--- src/rtl/dds_func_gen_pkg.sv ---
// ---------------------------------------------------------------------------
// func_gen_pkg
// Shared definitions for the DDS function generator and its register front
// end: waveform mode encoding, the highest legal mode value, the width of the
// channel-select field and the reset duty value helper.
// ---------------------------------------------------------------------------
package func_gen_pkg;

  typedef enum logic [2:0] {
    SINE     = 3'd0,
    TRIANGLE = 3'd1,
    SQUARE   = 3'd2,
    PWM      = 3'd3,
    SAW      = 3'd4
  } wave_mode_t;

  localparam logic [2:0] MODE_MAX = 3'd4;
  localparam int unsigned CH_W = 3;

  // Reset duty is half scale for any sample width (2^(w-1)).
  function automatic int unsigned defaultDuty(input int unsigned dataW);
    return 32'd1 << (dataW - 1);
  endfunction

endpackage

--- src/rtl/dds_func_gen_if.sv ---
// ---------------------------------------------------------------------------
// dds_func_gen_if
// Configuration write port of the DDS function generator.
//   cfg_valid / cfg_ready : write handshake (master -> slave / slave -> master)
//   cfg_ch                : target channel
//   cfg_mode              : waveform mode (raw, so illegal codes can be seen)
//   cfg_step              : phase increment per clock
//   cfg_duty              : PWM high threshold
//   cfg_err               : one-cycle pulse, previous write was rejected
// ---------------------------------------------------------------------------
interface dds_func_gen_if #(
  parameter int PHASE_W = 32,
  parameter int DATA_W  = 8
);
  import func_gen_pkg::*;

  logic               cfg_valid;
  logic               cfg_ready;
  logic [CH_W-1:0]    cfg_ch;
  logic [2:0]         cfg_mode;
  logic [PHASE_W-1:0] cfg_step;
  logic [DATA_W-1:0]  cfg_duty;
  logic               cfg_err;

  modport master (
    output cfg_valid, cfg_ch, cfg_mode, cfg_step, cfg_duty,
    input  cfg_ready, cfg_err
  );

  modport slave (
    input  cfg_valid, cfg_ch, cfg_mode, cfg_step, cfg_duty,
    output cfg_ready, cfg_err
  );

endinterface

--- src/rtl/dds_func_gen_channel.sv ---
// ---------------------------------------------------------------------------
// dds_channel
// One DDS channel: phase accumulator, shadow/active configuration and the
// two-stage sample pipeline.
//   clk, rst_n      : clock, synchronous active-low reset
//   enable_i        : run enable for the accumulator
//   wr_i            : accepted config write for this channel (load shadow)
//   mode_i/step_i/duty_i : config fields for the shadow copy
//   pending_o       : shadow holds a not-yet-applied write
//   lut_addr_o      : sine LUT address, combinational from the phase register
//   lut_data_i      : LUT read data, one clock after lut_addr_o
//   wave_o          : registered sample, reflects the phase of 2 clocks ago
//   tick_o          : one-cycle pulse in the cycle the wrapped phase is held
// ---------------------------------------------------------------------------
module dds_channel
  import func_gen_pkg::*;
#(
  parameter int PHASE_W = 32,
  parameter int DATA_W  = 8,
  parameter int LUT_AW  = 8
) (
  input  logic               clk,
  input  logic               rst_n,
  input  logic               enable_i,
  input  logic               wr_i,
  input  wave_mode_t         mode_i,
  input  logic [PHASE_W-1:0] step_i,
  input  logic [DATA_W-1:0]  duty_i,
  output logic               pending_o,
  output logic [LUT_AW-1:0]  lut_addr_o,
  input  logic [DATA_W-1:0]  lut_data_i,
  output logic [DATA_W-1:0]  wave_o,
  output logic               tick_o
);

  localparam logic [DATA_W-1:0] DutyRst   = DATA_W'(defaultDuty(DATA_W));
  localparam logic [DATA_W-1:0] SampleMax = '1;

  wave_mode_t         mode_q, shMode_q, s1Mode_q;
  logic [PHASE_W-1:0] step_q, shStep_q;
  logic [DATA_W-1:0]  duty_q, shDuty_q;
  logic [PHASE_W-1:0] phase_q, phase_d;
  logic               tick_q, tick_d;
  logic               pending_q, pending_d;
  logic               tickSeen_q, tickSeen_d;
  logic               applyNow;
  logic [PHASE_W:0]   phaseSum;
  logic [DATA_W:0]    topBits;
  logic [DATA_W-1:0]  sample;
  logic [DATA_W-1:0]  s1Sample_q;
  logic               s1Valid_q;
  logic [DATA_W-1:0]  wave_q;

  // Next-state for the accumulator and the apply bookkeeping. A write waits
  // for a wrap seen while it is already pending (tickSeen), so a write landing
  // in the tick cycle itself waits a full period. A stopped channel applies
  // straight away since its wrap might never come.
  always_comb begin
    phaseSum = {1'b0, phase_q} + {1'b0, step_q};
    phase_d  = phase_q;
    tick_d   = 1'b0;
    if (enable_i) begin
      phase_d = phaseSum[PHASE_W-1:0];
      tick_d  = phaseSum[PHASE_W];
    end
    applyNow   = pending_q && (tickSeen_q || !enable_i);
    tickSeen_d = pending_q && !applyNow && (tickSeen_q || tick_q);
    pending_d  = pending_q;
    if (wr_i) begin
      pending_d = 1'b1;
    end else if (applyNow) begin
      pending_d = 1'b0;
    end
  end

  // Phase register, wrap pulse and pending bookkeeping.
  always_ff @(posedge clk) begin
    if (!rst_n) begin
      phase_q    <= '0;
      tick_q     <= 1'b0;
      pending_q  <= 1'b0;
      tickSeen_q <= 1'b0;
    end else begin
      phase_q    <= phase_d;
      tick_q     <= tick_d;
      pending_q  <= pending_d;
      tickSeen_q <= tickSeen_d;
    end
  end

  // Shadow and active configuration. Applying only swaps the increment and
  // waveform shape; the phase is never touched so the output stays continuous.
  always_ff @(posedge clk) begin
    if (!rst_n) begin
      shMode_q <= SINE;
      shStep_q <= '0;
      shDuty_q <= DutyRst;
      mode_q   <= SINE;
      step_q   <= '0;
      duty_q   <= DutyRst;
    end else begin
      if (wr_i) begin
        shMode_q <= mode_i;
        shStep_q <= step_i;
        shDuty_q <= duty_i;
      end
      if (applyNow) begin
        mode_q <= shMode_q;
        step_q <= shStep_q;
        duty_q <= shDuty_q;
      end
    end
  end

  // Arithmetic waveforms from the top DATA_W+1 phase bits. SINE yields zero
  // here; its value arrives from the LUT one clock later.
  always_comb begin
    topBits = phase_q[PHASE_W-1 -: DATA_W+1];
    case (mode_q)
      TRIANGLE: sample = topBits[DATA_W] ? ~topBits[DATA_W-1:0] : topBits[DATA_W-1:0];
      SQUARE:   sample = topBits[DATA_W] ? '0 : SampleMax;
      PWM:      sample = (topBits[DATA_W:1] < duty_q) ? SampleMax : '0;
      SAW:      sample = topBits[DATA_W:1];
      default:  sample = '0;
    endcase
  end

  // Stage 1 holds the computed sample and the mode it was computed with, so
  // the stage-2 select picks LUT data or arithmetic sample for the same phase
  // and a mode change never mixes two phases.
  always_ff @(posedge clk) begin
    if (!rst_n) begin
      s1Sample_q <= '0;
      s1Mode_q   <= SINE;
      s1Valid_q  <= 1'b0;
    end else begin
      s1Sample_q <= sample;
      s1Mode_q   <= mode_q;
      s1Valid_q  <= 1'b1;
    end
  end

  // Stage 2 output register; held at zero until the pipeline has filled after
  // reset so stale LUT data never reaches the DAC.
  always_ff @(posedge clk) begin
    if (!rst_n) begin
      wave_q <= '0;
    end else if (!s1Valid_q) begin
      wave_q <= '0;
    end else begin
      wave_q <= (s1Mode_q == SINE) ? lut_data_i : s1Sample_q;
    end
  end

  assign lut_addr_o = phase_q[PHASE_W-1 -: LUT_AW];
  assign wave_o     = wave_q;
  assign tick_o     = tick_q;
  assign pending_o  = pending_q;

endmodule

--- src/rtl/dds_func_gen.sv ---
// ---------------------------------------------------------------------------
// dds_func_gen
// Multi-channel DDS function generator top level: config decode and
// validation, cfg_ready mux, cfg_err pulse and per-channel port packing.
//   clk, rst_n  : clock, synchronous active-low reset
//   enable      : per-channel run enable
//   cfg         : config write port (slave side)
//   lut_addr    : per-channel sine LUT address, channel i at [i*LUT_AW +: LUT_AW]
//   lut_data    : per-channel LUT read data, one clock after lut_addr
//   wave_out    : per-channel registered samples
//   period_tick : per-channel accumulator wrap pulse
// ---------------------------------------------------------------------------
module dds_func_gen
  import func_gen_pkg::*;
#(
  parameter int NCH     = 2,
  parameter int PHASE_W = 32,
  parameter int DATA_W  = 8,
  parameter int LUT_AW  = 8
) (
  input  logic                  clk,
  input  logic                  rst_n,
  input  logic [NCH-1:0]        enable,
  dds_func_gen_if.slave         cfg,
  output logic [NCH*LUT_AW-1:0] lut_addr,
  input  logic [NCH*DATA_W-1:0] lut_data,
  output logic [NCH*DATA_W-1:0] wave_out,
  output logic [NCH-1:0]        period_tick
);

  logic [NCH-1:0] pending;
  logic [NCH-1:0] wrStrobe;
  logic           chInRange;
  logic           modeValid;
  logic           readyMux;
  logic           accept;
  logic           cfgErr_q, cfgErr_d;

  // Ready follows the pending flag of the addressed channel. Out-of-range
  // channels report ready so the bad write can complete and be flagged.
  always_comb begin
    readyMux = 1'b1;
    for (int i = 0; i < NCH; i++) begin
      if (int'(cfg.cfg_ch) == i) begin
        readyMux = !pending[i];
      end
    end
    chInRange = int'(cfg.cfg_ch) < NCH;
    modeValid = cfg.cfg_mode <= MODE_MAX;
    accept    = cfg.cfg_valid && readyMux;
    cfgErr_d  = accept && !(chInRange && modeValid);
  end

  // Rejected writes change nothing; they only raise a one-cycle error pulse.
  always_ff @(posedge clk) begin
    if (!rst_n) begin
      cfgErr_q <= 1'b0;
    end else begin
      cfgErr_q <= cfgErr_d;
    end
  end

  assign cfg.cfg_ready = readyMux;
  assign cfg.cfg_err   = cfgErr_q;

  for (genvar g = 0; g < NCH; g++) begin : gCh
    assign wrStrobe[g] = accept && chInRange && modeValid && (int'(cfg.cfg_ch) == g);

    dds_channel #(
      .PHASE_W (PHASE_W),
      .DATA_W  (DATA_W),
      .LUT_AW  (LUT_AW)
    ) uChannel (
      .clk        (clk),
      .rst_n      (rst_n),
      .enable_i   (enable[g]),
      .wr_i       (wrStrobe[g]),
      .mode_i     (wave_mode_t'(cfg.cfg_mode)),
      .step_i     (cfg.cfg_step),
      .duty_i     (cfg.cfg_duty),
      .pending_o  (pending[g]),
      .lut_addr_o (lut_addr[g*LUT_AW +: LUT_AW]),
      .lut_data_i (lut_data[g*DATA_W +: DATA_W]),
      .wave_o     (wave_out[g*DATA_W +: DATA_W]),
      .tick_o     (period_tick[g])
    );
  end

endmodule

--- src/flat_wrapper.sv ---
// flat-port wrapper written by rule: the top's interface ports become plain ports
module dds_func_gen_flat import func_gen_pkg::*;
#(
  parameter int NCH     = 2,
  parameter int PHASE_W = 32,
  parameter int DATA_W  = 8,
  parameter int LUT_AW  = 8
)
  (clk, rst_n, enable, lut_addr, lut_data, wave_out, period_tick, cfg_cfg_valid, cfg_cfg_ch, cfg_cfg_mode, cfg_cfg_step, cfg_cfg_duty, cfg_cfg_ready, cfg_cfg_err);
  dds_func_gen_if #(.PHASE_W(PHASE_W), .DATA_W(DATA_W)) cfg_i ();
  input  logic clk;
  input  logic rst_n;
  input  logic [NCH-1:0] enable;
  output logic [NCH*LUT_AW-1:0] lut_addr;
  input  logic [NCH*DATA_W-1:0] lut_data;
  output logic [NCH*DATA_W-1:0] wave_out;
  output logic [NCH-1:0] period_tick;
  input wire logic [$bits(cfg_i.cfg_valid)-1:0] cfg_cfg_valid;
  input wire logic [$bits(cfg_i.cfg_ch)-1:0] cfg_cfg_ch;
  input wire logic [$bits(cfg_i.cfg_mode)-1:0] cfg_cfg_mode;
  input wire logic [$bits(cfg_i.cfg_step)-1:0] cfg_cfg_step;
  input wire logic [$bits(cfg_i.cfg_duty)-1:0] cfg_cfg_duty;
  output wire logic [$bits(cfg_i.cfg_ready)-1:0] cfg_cfg_ready;
  output wire logic [$bits(cfg_i.cfg_err)-1:0] cfg_cfg_err;
  assign cfg_i.cfg_valid = cfg_cfg_valid;
  assign cfg_i.cfg_ch = cfg_cfg_ch;
  assign cfg_i.cfg_mode = cfg_cfg_mode;
  assign cfg_i.cfg_step = cfg_cfg_step;
  assign cfg_i.cfg_duty = cfg_cfg_duty;
  assign cfg_cfg_ready = cfg_i.cfg_ready;
  assign cfg_cfg_err = cfg_i.cfg_err;
  dds_func_gen #(.NCH(NCH), .PHASE_W(PHASE_W), .DATA_W(DATA_W), .LUT_AW(LUT_AW)) u_core (.clk(clk), .rst_n(rst_n), .enable(enable), .cfg(cfg_i), .lut_addr(lut_addr), .lut_data(lut_data), .wave_out(wave_out), .period_tick(period_tick));
endmodule
--- config.mk ---
export PLATFORM = sky130hd
export DESIGN_NAME = dds_func_gen_flat
export DESIGN_NICKNAME = d
export VERILOG_FILES = /design/src/rtl/dds_func_gen_pkg.sv /design/src/rtl/dds_func_gen_if.sv /design/src/rtl/dds_func_gen_channel.sv /design/src/rtl/dds_func_gen.sv /design/src/flat_wrapper.sv
export SDC_FILE = /design/constraint.sdc
export NUM_CORES = 1
export LEC_CHECK = 0
export BUFFER_PORTS_ARGS = -buffer_cell sky130_fd_sc_hd__clkbuf_2
export CAP_MARGIN = 5
export CELL_PAD_IN_SITES_DETAIL_PLACEMENT = 0
export CELL_PAD_IN_SITES_GLOBAL_PLACEMENT = 2
export CORE_ASPECT_RATIO = 1.25
export CORE_MARGIN = 10
export CORE_UTILIZATION = 25
export DETAILED_ROUTE_END_ITERATION = 7
export PLACE_DENSITY_LB_ADDON = 0.1
export SLEW_MARGIN = 20
export SYNTH_ARGS = -nofsm -noshare
export SYNTH_HDL_FRONTEND = slang
export SYNTH_SLANG_ARGS = --single-unit
--- constraint.sdc ---
create_clock -name clk -period 5.55 [get_ports clk]
set_input_delay 1.11 -clock clk [delete_from_list [all_inputs] [get_ports clk]]
set_output_delay 1.11 -clock clk [all_outputs]
set_load 0.005 [all_outputs]
## Word-level counts from Yosys, hierarchy flattened

Cells that the tools add are included.

| word-level totals | value |
|---|---|
| bits in registers | 282 |
| bits in latches | 0 |
| bits in writable memories | 0 |
| bits in read-only memories | 0 |
| input port bits | 67 |
| output and inout port bits | 36 |
| logic and storage cells | 94 |
| memories | 0 |

| cells by class | value |
|---|---|
| add/sub/neg operators | 2 |
| $mul | 0 |
| divide/modulo/power cells | 0 |
| $lt $le $gt $ge | 4 |
| eq/ne operators | 9 |
| shift operators | 0 |
| multiplexer cells | 17 |
| bitwise gates (word level) | 2 |
| reductions and logical operators | 32 |

Operators by type and width:

| operator | number |
|---|---|
| adder 32 x 32 -> 33 bit | 2 |
| two-way mux 8 bit | 8 |
| one-hot mux 8 bit (4 select lines) | 2 |
| < comparator 8 bit | 2 |
| NOT 8 bit | 2 |
| == test 3 x 2 -> 1 bit (second input constant) | 5 |
| logical AND 1 bit | 13 |
| zero test 3 bit | 3 |
| zero test 1 bit | 7 |
| two-way mux 1 bit | 7 |
| == test 3 x 1 -> 1 bit (second input constant) | 2 |
| == test 3 bit (second input constant) | 2 |
| AND reduction 2 bit | 3 |
| logical OR 1 bit | 4 |
| nonzero test 2 bit | 2 |
| less-or-equal comparator 3 bit (second input constant) | 1 |
| < comparator 3 x 2 -> 1 bit (second input constant) | 1 |

## Depth between registers and ports, before layout

Gate-level depths: netlist (run 1).

| logic depth | value |
|---|---|
| depth after elaboration | 8 |
| depth in mapped cells | 11 |
| gate-level depth less buffers | 11 |

## Hierarchy

From an unflattened synthesis (run 1), not the netlist that was laid out.

| second synthesis, totals | value |
|---|---|
| cell total of the unflattened synthesis | 1664 |
| area total of the unflattened synthesis | 14572.7 µm² |

Modules (own cells, without submodules):

| module | instances | cells an instance | area an instance (µm²) | sequential area each (µm²) |
|---|---|---|---|---|
| dds_channel (u_core.gCh[0].uChannel) | 1 | 825 | 7450.9 | 2822.7 |
| dds_channel (u_core.gCh[1].uChannel) | 1 | 829 | 7041.8 | 2822.7 |
| dds_func_gen | 1 | 10 | 80.1 | 20.0 |

## Worst setup path before layout (run 1)

Ideal clock, no wire load.

| timing | value |
|---|---|
| kind | register -> register |
| from | reg u_core.gCh[1].uChannel.step_q[0] |
| to | reg u_core.gCh[1].uChannel.phase_q[30] |
| setup time | 0.114 ns |
| arrival | 2.520 ns |
| data required time | 5.436 ns |
| setup slack | 2.916 ns |
| stages on the path, launching flop included | 12 |
| buffers on the path | 0 |
| clock period less this slack | 2.634 ns |
| path through | dfxtp_1 > ha_1 > fa_1 > a21oi_2 > and4b_1 > o21ai_2 > o31ai_4 > a2111oi_2 > o41ai_2 > xor2_1 > mux2i_1 > nor2_1 |

| between the ends | value |
|---|---|
| cells in the longest elaborated chain, start to end | 1 |

Ends and longest elaborated chain:

| item | line | source |
|---|---|---|
| from (decl) | dds_func_gen_channel.sv:40 | `logic [PHASE_W-1:0] step_q, shStep_q;` |
| from (signal assigned) | dds_func_gen_channel.sv:109 | `step_q <= shStep_q;` |
| adder 32 x 32 -> 33 bit | dds_func_gen_channel.sv:59 | `phaseSum = {1'b0, phase_q} + {1'b0, step_q};` |
| to (signal assigned) | dds_func_gen_channel.sv:84 | `phase_q <= phase_d;` |
| to (decl) | dds_func_gen_channel.sv:42 | `logic [PHASE_W-1:0] phase_q, phase_d;` |

No other way between the ends.
A chain may end at the register's enable or synchronous reset.

## Worst setup path in the final report (run 1)

Ends and elaborated chain as after synthesis.

==> results.md, run 1 <==
* CTS buffer count at 35
* CP startpoint kind: flip-flop
* Metal3 WL at 1.83 mm
* Root buffer cell: clkbuf_16
* Drt pass-1 iters at 4
* Post-synth top flop: dfxtp_1
* Clk buf depth at 3
* Die area at 64900 µm²
* Slew headroom at 42.8%
* Yosys top cell area share at around two fifths
* CP max stage delay at around 0.5 ns
* Commonest non-fill, non-tap cell in the layout: nand2_1
* Yosys top cell by area: dfxtp_1
* Met2 wire length at 20.9 mm
* R2r startpoint: u_core.gCh[1].uChannel.step_q[0]
* CP max FO at 6
* Wire length per cell at 16.9 µm
* Critical path class: reg2reg
* Endpoints failing setup at 0
* Mapped Area at 13800 µm²
* RSZ-0062 raised after global routing: no
* FF-to-FF path depth at 11
* Fin Setup TNS at 0 ns
* Post-synth net total at 1839
* Routed Antenna Nets at 0
* XOR/XNOR Fraction of Synth Area at 3.82%
* GPL Wtd Cong at 0.789
* Final core utilization at between 20 and 30%
* Post-Synth Simple-Gate Area at around 19%
* Syn Inst Count at 1692
* Vias at 11544
* Slowest CP cell: a2111oi_2
* Largest net degree at the start of global routing at 88
* CP bufs+invs at 0
* Crit. Startpoint: u_core.gCh[1].uChannel.step_q[0]
* Min-delay src: u_core.gCh[0].uChannel.shStep_q[24]
* Die H at 282 µm
* Largest family of logic cells by synthesized area: compound AO/OA/AOI/OAI gates
* Setup slack, reg-to-reg at approximately 2.6 ns
* Fraction of layout cells with a size suffix above 1 at 11.2%
* Worst min path class: reg2reg
* Initial DRC Count at 528
* Final worst setup slack at 2.57 ns
* Port Buf Inserts at 102
* #FFs+latches synth at 282
* Clk slew on worst S/H paths at 0.06 ns
* Area delta synth->final at 16.2%
* Mux contribution to synthesized area at 3.72%
* Skew-Pair Late Insertion Delay at about 0.54 ns
* Post-CTS Setup Bufs at 0
* Min Tclk post-route at around 3.0 ns
* Core area at 54700 µm²
* Post-Synth Adder-Cell Area at 7.38%
* Grt total ovfl at 0
* Pins Over Slew Limit at 0
* Top Metal Used: met4
* TritonCTS clock tree: built
* Pwr/cell area at 287 nW/µm²
* CTS hold repair buffers at 0
* Global-route wire length before repair at 67.7 mm
* CP endpoint kind: flip-flop
* P_leak at 6.53 nW
* Boundary pin count at around 100
* Yosys cell types at 74
* Initial Utilization at 25.2%
* DP Wirelength at 30.0 mm
* Top post-synthesis cells by area: dfxtp_1, nand2_1, a21oi_1
* Critical Path AT at 3.38 ns
* CP required at between 5 and 6 ns
* Synth warnings at 0
* Residual DRC count at 0
* F_max at 0.335 GHz
* Reg-to-Reg End: u_core.gCh[1].uChannel.phase_q[30]
* Worst setup slack after placement at 2.34 ns
* CP delay by family, top: compound AO/OA/AOI/OAI gates
* Crit path depth at 11
* Syn_area_per_cell at 8.13 µm²
* Met1 Wirelength at around 19 mm
* H-tree depth at 2
* Status: finished clean
* Synth Area in Compound Gates at 19.6%
* Most frequent cells in the layout: nand2_1, dfxtp_1, a21oi_1
* Worst setup path end: u_core.gCh[1].uChannel.phase_q[30]
* Clock Sink Count at ~280
* Number of enable flip-flop cells after synthesis at 0
* Hold Slack at roughly 0.44 ns
* Filler cell count at 5999
* # nets final at about 1900
* Post-cts sizing count at 0
* Async SR Flop Fraction at 0%
* Worst Skew at between 0.015 and 0.02 ns
* Maxcap violations at 0
* Num rows at 96
* Ant diodes at 0
* Crit-path cells: ha_1 -> fa_1 -> a21oi_2 -> and4b_1 -> o21ai_2 -> o31ai_4 -> a2111oi_2 -> o41ai_2 -> xor2_1 -> mux2i_1 -> nor2_1
* Pwr Total at 4.59 mW
* Fin. Hold Viols at 0
* Max IR drop VDD at 0.195 mV
* Vias in the first global route at about 12000
* Vias per cell at around 4.6
* Final Cycle Share at 53.7%
* Total routed wirelength at about 42 mm
* Die Width at about 230 µm
* Worst-Margin Slew at between 0.8 and 0.9 ns
* Sequential fraction of the synthesis area at 41.0%
* Total GRT Usage at 13.0%
* Initial antenna violation count at 0
area by class of cell:
class / count / area (µm²) / area share [%]
multi-input cells: 1263 / 7450 / 46.6
clock buffers: 50 / 1040 / 6.53
well taps: 735 / 920 / 5.75
inverters: 40 / 155 / 0.970
clock inverters: 10 / 130 / 0.814
repair buffers: 117 / 648 / 4.05
flip-flops and latches: 282 / 5650 / 35.3
routing by layer:
| metal | track usage (%) | vias up |
|---|---|---|
| li1 | - | 5888 |
| met1 | 15.3 | 5447 |
| met2 | 23.6 | 163 |
| met3 | 2.68 | 46 |
| met4 | 3.33 | 0 |
| met5 | 0 | - |
sequential cells by signal, summed over array words and instances (netlist names), 6 cells and up:
register / cells
u_core.gCh.uChannel.wave_o: 16
u_core.gCh.uChannel.shStep_q: 64
u_core.gCh.uChannel.mode_q: 6
u_core.gCh.uChannel.s1Mode_q: 6
u_core.gCh.uChannel.duty_q: 16
u_core.gCh.uChannel.s1Sample_q: 16
u_core.gCh.uChannel.shDuty_q: 16
u_core.gCh.uChannel.phase_q: 64
u_core.gCh.uChannel.step_q: 64
u_core.gCh.uChannel.shMode_q: 6
worst min path at each step:
stage	slack [ns]	cells after the start	endpoint
2_1_floorplan	0.42	2	u_core.gCh[0].uChannel.tickSeen_q
3_3_place_gp	0.45	2	u_core.gCh[1].uChannel.shStep_q[26]
3_5_place_dp	0.44	2	u_core.gCh[0].uChannel.step_q[5]
4_1_cts	0.45	2	u_core.gCh[0].uChannel.step_q[24]
5_1_grt	0.47	2	u_core.gCh[1].uChannel.shDuty_q[3]
6_report	0.44	2	u_core.gCh[0].uChannel.step_q[24]
synth_stat cells, types with 8 or more instances:
master      n
buf_1       8
nor3_1     12
clkbuf_1   74
and2_1     12
dfxtp_1   282
a21o_1     39
o21bai_1   16
nor2b_1    10
buf_4      18
nor2_1    127
o211ai_1   13
xor2_1     32
nand3_1    31
or3_1       8
a31oi_1    10
o21ai_0    18
mux2i_1    50
nand4_1     9
a22oi_1    17
inv_1      40
a21oi_1   251
a211oi_1   12
nand2b_1    8
o21a_1     10
xnor2_1    28
ha_1       78
nand2_1   383
o21ai_1    14
worst register-to-register path, cell delays in order, from the launching register on:
cell       delay [ns]
dfxtp_1          0.31
ha_1             0.23
fa_1             0.43
a21oi_2          0.17
and4b_1          0.23
o21ai_2          0.27
o31ai_4          0.17
a2111oi_2        0.51
o41ai_2          0.17
xor2_1           0.16
mux2i_1          0.14
nor2_1           0.05
power by group:
part | internal, mW | switching, mW
Combinational | 0.0515 | 0.113
Clock | 1.45 | 0.927
Sequential | 2.04 | 0.0126
metrics by stage:
step | std cells | cell area [µm²]
floorplan | 1692 | 13800
global placement | 2436 | 14800
detailed placement | 2436 | 14800
CTS | 2496 | 16000
global route | 2497 | 16000
finish | 2497 | 16000
kinds of logic (layout without fill, tap and decap cells):
group	Yosys count	after routing
AO/OA/AOI/OAI	442	442
XOR/XNOR	60	60
buffers and inverters	147	217
adder cells (fa/ha/maj)	80	80
AND/OR/NAND/NOR	630	630
flip-flops	282	282
multiplexers	51	51
No activity file was read; power rests on OpenSTA's default activity.
==> run 2: changes to the inputs <==
==> constraint.sdc (replaced) <==
create_clock -name clk -period 2.8 [get_ports clk]
set_input_delay 0.56 -clock clk [delete_from_list [all_inputs] [get_ports clk]]
set_output_delay 0.56 -clock clk [all_outputs]
set_load 0.005 [all_outputs]
==> run 2 against run 1 <==
Die area did not move. Clock power rose by 97%. Clock skew rose by 0.00062 ns. Final area rose by 2.1%. Combinational power rose by 110%. Global-route usage barely moved. Critical path depth rose by 1. Critical endpoint unchanged.
==> results.md, run 2 (synthesized netlist as in run 1, its figures left out) <==
* Total GRT Usage at 13.0%
* Vias at 11728
* Area delta synth->final at 18.7%
* Initial DRC Count at 533
* Initial antenna violation count at 0
* Root buffer cell: clkbuf_16
* Worst Skew at around 0.020 ns
* Filler cell count at 5958
* Final core utilization at 29.9%
* Fin. Hold Viols at 0
* Vias per cell at between 4 and 5
* Met2 usage at 23.7%
* Hold Slack at 0.252 ns
* Core area at 54700 µm²
* Routed Antenna Nets at 0
* Fraction of layout cells with a size suffix above 1 at 13.5%
* Min Tclk post-route at 2.73 ns
* Logic pwr share at 3.9%
* Endpoints failing setup at 0
* Skew-Pair Late Insertion Delay at 0.54 ns
* Largest net degree at the start of global routing at 55
* CP startpoint kind: flip-flop
* Setup slack, reg-to-reg at 0.07 ns
* Max IR drop VDD at 0.291 mV
* Boundary pin count at 103
* Cell Int Power at 6.96 mW
* Final worst setup slack at between 0.06 and 0.07 ns
* Port Buf Inserts at 102
* Grt total ovfl at 0
* Critical path class: reg2reg
* Worst setup path end: u_core.gCh[1].uChannel.phase_q[30]
* Pwr/cell area at 557 nW/µm²
* Sw Share at between 20% and 30%
* Global-route wire length before repair at 67.9 mm
* Die area at 64900 µm²
* Pins Over Slew Limit at 0
* Clock Sink Count at around 280
* Worst min path class: in2reg
* FF-to-FF path depth at 12
* Most Crowded Layer GR: met2
* CTS buffer count at 37
* Initial Utilization at between 20% and 30%
* H-tree depth at 2
* R2r startpoint: u_core.gCh[1].uChannel.phase_q[0]
* Slew headroom at 56.9%
* Clk slew on worst S/H paths at ~0.060 ns
* RSZ-0062 raised after global routing: yes
* Die Width at roughly 230 µm
* DP Area at 15100 µm²
* Vias in the first global route at 12405
* Met1 usage in global routing at 15.1%
* CP endpoint kind: flip-flop
* DP Wirelength at 31.1 mm
* # nets final at 1921
* Total routed wirelength at 42.6 mm
* GPL Wtd Cong at 0.783
* Design Area, Final at 16300 µm²
* Drt pass-1 iters at 4
* TritonCTS clock tree: built
* CP max FO at 4
* Sw Pwr at 2.14 mW
* P_leak at 6.69 nW
* Die H at 282 µm
* Num rows at 96
* F_max at 0.366 GHz
* Clk buf depth at 3
* Crit. Startpoint: u_core.gCh[1].uChannel.phase_q[0]
* Commonest non-fill, non-tap cell in the layout: nand2_1
* Status: finished clean
* Worst setup slack after placement at -0.109 ns
* Top flop regs: u_core.gCh.uChannel.phase_q (64), u_core.gCh.uChannel.shStep_q (64), u_core.gCh.uChannel.step_q (64)
* Maxcap violations at 0
* Met3 usage at 2.47%
* Pwr Total at about 9.1 mW
* Power share of the clock group at 51.4%
* Worst-Margin Slew at about 0.65 ns
* Final Cycle Share at a little over nine tenths
* Register share of total power at 44.7%
* Wire length per cell at 16.8 µm
* Critical Path AT at 3.14 ns
* CTS hold repair buffers at 0
* Reg-to-Reg End: u_core.gCh[1].uChannel.phase_q[30]
* Residual DRC count at 0
* CP required at 3.21 ns
* Most frequent cells in the layout: nand2_1, dfxtp_1, a21oi_1
* Ant diodes at 0
-- run 2: layout make-up --
class,count,area [µm²],share of cell area (%)
repair buffers,150,933,5.71
flip-flops and latches,282,5650,34.6
well taps,735,920,5.63
inverters,40,155,0.950
multi-input cells,1263,7500,45.9
clock buffers,48,1040,6.35
clock inverters,12,135,0.827
-- run 2: what timing repair did --
item / in CTS / in global routing
resized for setup: 2 / 12
buffers inserted: 0 / 4
pin swaps: 1 / 13
endpoints found under the setup margin: 3 / 15
-- run 2: metal layers --
layer | vias to the layer above | wire length (µm)
met5 | - | 0
met3 | 48 | 1890
met1 | 5541 | 18700
met2 | 169 | 21100
li1 | 5970 | -
met4 | 0 | 850
-- run 2: power groups by stage --
stage	Clock (mW)	Combinational, mW	Sequential [mW]
5_1_grt	5.01	0.392	4.07
3_3_place_gp	0	0.362	4.16
2_1_floorplan	0	0.188	4.15
6_report	4.68	0.352	4.07
4_1_cts	4.88	0.362	4.07
3_5_place_dp	0	0.361	4.16
-- run 2: through the flow --
stage                     cells  TNS [ns]
after floorplan            1692         0
after global placement     2466    -0.176
after detailed placement   2466    -0.147
after CTS                  2526         0
after global routing       2530    -0.234
final                      2530         0
-- run 2: worst min-delay path by stage --
stage / startpoint / end / slack (ns) / depth (start not counted)
finish: lut_data[13] / u_core.gCh[1].uChannel.wave_o[5] / 0.25 / 3
global route: lut_data[11] / u_core.gCh[1].uChannel.wave_o[3] / 0.25 / 3
CTS: cfg_cfg_valid / u_core.cfg.cfg_err / 0.21 / 3
detailed placement: u_core.gCh[1].uChannel.shStep_q[5] / u_core.gCh[1].uChannel.step_q[5] / 0.45 / 2
global placement: u_core.gCh[0].uChannel.shStep_q[30] / u_core.gCh[0].uChannel.shStep_q[30] / 0.45 / 2
floorplan: u_core.gCh[0].uChannel.tick_o / u_core.gCh[0].uChannel.tickSeen_q / 0.42 / 2
-- run 2: critical path: stages, from the launching register on --
cell and delay (ns):
dfxtp_2 0.33, ha_4 0.16, fa_2 0.37, a21oi_2 0.13, and4b_2 0.26, o21ai_4 0.23, o31ai_4 0.10, a2111oi_4 0.41
buf_4 0.19, o41ai_2 0.08, xor2_1 0.15, mux2i_1 0.15, nor2_1 0.05
==> run 3: changes to the inputs <==
--- a/config.mk
+++ b/config.mk
@@ -5,6 +5,7 @@
 export SDC_FILE = /design/constraint.sdc
 export NUM_CORES = 1
 export LEC_CHECK = 0
+export ABC_AREA = 1
 export BUFFER_PORTS_ARGS = -buffer_cell sky130_fd_sc_hd__clkbuf_2
 export CAP_MARGIN = 5
 export CELL_PAD_IN_SITES_DETAIL_PLACEMENT = 0
==> run 3 against run 2 <==
Global-route usage increased by 1.1 points. Sequential cell count unchanged. Largest power group unchanged. First-iteration DRC count grew 11%. Clock power is 7.7% higher. Total power is 10% higher. Combinational power up 120%. Critical endpoint is now u_core.gCh[1].uChannel.phase_q[28].
==> results.md, run 3 <==
* Status: finished clean
* Core area at 60700 µm²
* GPL Wtd Cong at 0.816
* RSZ-0062 raised after global routing: no
* Grt total ovfl at 0
* Post-synth top flop: dfxtp_1
* TritonCTS clock tree: built
* Die area at 71400 µm²
* Vias per cell at 4.33
* Die Width at 241 µm
* R2r startpoint: u_core.gCh[1].uChannel.step_q[0]
* CTS buffer count at 37
* Cell Int Power at about 7.5 mW
* Reg-to-Reg End: u_core.gCh[1].uChannel.phase_q[28]
* Top post-synthesis cells by area: dfxtp_1, nand2_1, inv_1
* Wire length per cell at between 15 and 20 µm
* Endpoints failing setup at 0
* Most frequent CP cell: nand3_1
* Crit-path cells: ha_1 -> fa_1 -> nand3_1 -> nand3_1 -> nand3_1 -> nand3_1 -> nand2_1 -> nand2_1 -> nand2_1 -> nand3_1 -> nand2_1 -> inv_1
* Number of enable flip-flop cells after synthesis at 0
* P_leak at 9.05 nW
* Power share of the clock group at 50.3%
* CP max FO at 4
* Pins Over Slew Limit at 0
* Post-synth top cells: nand2_1, inv_1, dfxtp_1
* Pwr/cell area at 566 nW/µm²
* F_max at 0.463 GHz
* # nets final at about 2500
* Sequential fraction of the synthesis area at between 30% and 40%
* Root buffer cell: clkbuf_16
* Clk buf depth at 3
* Clk slew on worst S/H paths at approximately 0.060 ns
* Syn_area_per_cell at 6.57 µm²
* Vias in the first global route at around 14000
* Yosys top cell by area: dfxtp_1
* Global-route wire length before repair at 78.6 mm
* #FFs+latches synth at 282
* Maxcap violations at 0
* Vias at 13814
* Min Tclk post-route at 2.16 ns
* Ant diodes at 0
* Drt pass-1 iters at 5
* Most frequent cells in the layout: nand2_1, inv_1, dfxtp_1
* Max IR drop VDD at 0.303 mV
* Slowest CP cell: fa_1
* Commonest non-fill, non-tap cell in the layout: nand2_1
* H-tree depth at 2
* Post-synth net total at roughly 2500
* Worst min path class: in2reg
* Die H at 296 µm
* Total GRT Usage at between 10% and 20%
* Register share of total power at a little over two fifths
* CP endpoint kind: flip-flop
* Pwr Total at 10.0 mW
* Residual DRC count at 0
* Syn Inst Count at 2324
* Sw Share at between 20% and 30%
* Hold Crit Depth at 3
* Worst-Margin Slew at 0.982 ns
* Routed Antenna Nets at 0
* Fin Setup TNS at 0 ns
* Post-CTS Setup Bufs at 0
* Final Cycle Share at 77.1%
* Async SR Flop Fraction at 0%
* CP bufs+invs at 1
* CP delay by family, top: simple AND/OR/NAND/NOR gates
* Fraction of layout cells with a size suffix above 1 at 7.99%
* Most numerous cell in the Yosys netlist: nand2_1
* Post-cts sizing count at 0
* Sw Pwr at 2.53 mW
* Logic pwr share at 7.7%
* Initial antenna violation count at 0
* Multi-input gate area at 7490 µm²
* DP Wirelength at 38.4 mm
* FF-to-FF path depth at 12
* Min-delay src: lut_data[13]
* Critical Path AT at 2.60 ns
* CP required at 3.24 ns
* Initial Utilization at about 25%
* Area delta synth->final at 16.1%
* CTS hold repair buffers at 0
* Setup slack, reg-to-reg at 0.64 ns
* Synth warnings at 0
* Slew headroom at approximately 34%
* Hold Slack at 0.237 ns
* Fin. Hold Viols at 0
* Hold Path End: u_core.gCh[1].uChannel.wave_o[5]
* Critical path class: reg2reg
* Yosys cell types at 38
* Skew-Pair Late Insertion Delay at 0.55 ns
* Yosys top cell area share at 37.0%
* Worst Skew at 0.0159 ns
* Register Area at 5650 µm²
* Clock Sink Count at roughly 280
* Num rows at 101
* Total routed wirelength at 50.1 mm
* Filler cell count at 6790
* CP startpoint kind: flip-flop
* Port Buf Inserts at 102
* Boundary pin count at 103
* Top flop regs: u_core.gCh.uChannel.phase_q (64), u_core.gCh.uChannel.shStep_q (64), u_core.gCh.uChannel.step_q (64)
* Initial DRC Count at 593
* Largest net degree at the start of global routing at about 120
* CP max stage delay at about 0.46 ns
* Mapped Area at 15300 µm²
run 3: changes by cell type after synthesis, moves of 17 or more:
cell      before  now
xnor2_1       28   11
clkbuf_1      74   51
nand2_1      383  592
nand3_1       31  113
nor2_1       127  205
a21oi_1      251  232
mux2i_1       50    0
inv_1         40  420
a21o_1        39    2
o21ai_0       18  202
run 3: worst max-delay path by stage:
stage                                           from                            endpoint  slack (ns)  cells past startpoint
finish              u_core.gCh[1].uChannel.step_q[0]  u_core.gCh[1].uChannel.phase_q[28]        0.64                     12
floorplan           u_core.gCh[0].uChannel.step_q[0]  u_core.gCh[0].uChannel.phase_q[28]        0.99                     12
CTS                 u_core.gCh[1].uChannel.step_q[0]  u_core.gCh[1].uChannel.phase_q[28]        0.55                     12
global route        u_core.gCh[1].uChannel.step_q[0]  u_core.gCh[1].uChannel.phase_q[28]        0.40                     12
detailed placement  u_core.gCh[1].uChannel.step_q[0]  u_core.gCh[1].uChannel.phase_q[28]        0.57                     12
global placement    u_core.gCh[1].uChannel.step_q[0]  u_core.gCh[1].uChannel.phase_q[28]        0.55                     12
run 3: cells by family (layout without fill, tap and decap cells):
| kind of cell | after synthesis | after routing | synth area share (%) |
|---|---|---|---|
| compound gates | 464 | 464 | 15.8 |
| xor+xnor | 36 | 36 | 2.07 |
| fa+ha+maj | 80 | 80 | 6.66 |
| buf+inv | 521 | 612 | 13.9 |
| flops | 282 | 282 | 37.0 |
| simple gates | 941 | 941 | 24.5 |
run 3: power by group through the flow:
stage / clock network, mW / registers, mW / logic, mW
after floorplan: 0 / 4.27 / 0.524
after global placement: 0 / 4.30 / 0.787
after detailed placement: 0 / 4.30 / 0.790
after CTS: 5.26 / 4.21 / 0.795
after global routing: 5.37 / 4.23 / 0.895
final: 5.04 / 4.21 / 0.775
run 3: tightest hold or removal path, stage by stage:
cell and delay (ns):
clkbuf_2 0.07, nor2_1 0.03, nor2_1 0.08
run 3: cell type report:
class                      count  share of cell area [%]
tap                          772                    5.45
clock buffer                  50                    6.14
clock inverter                14                    1.09
sequential                   282                    31.9
timing repair buffer         125                    4.22
inverter                     423                    8.96
multi-input combinational   1521                    42.3
run 3: layer usage:
layer / GRT usage, % / vias up / wire length, µm
met3: 1.90 / 59 / 1270
met4: 3.92 / 0 / 1130
met1: 17.8 / 6244 / 23800
met2: 24.4 / 131 / 23900
met5: 0 / - / 0
li1: - / 7380 / -
run 3: through the flow:
step / util [%] / setup WS (ns) / area (µm²) / instances
after floorplan: - / 0.991 / 15300 / 2324
after global placement: 27.1 / 0.546 / 16400 / 3123
after detailed placement: 27.1 / 0.569 / 16400 / 3123
after CTS: 29.2 / 0.550 / 17700 / 3187
after global routing: 29.2 / 0.400 / 17700 / 3187
final: 29.2 / 0.641 / 17700 / 3187
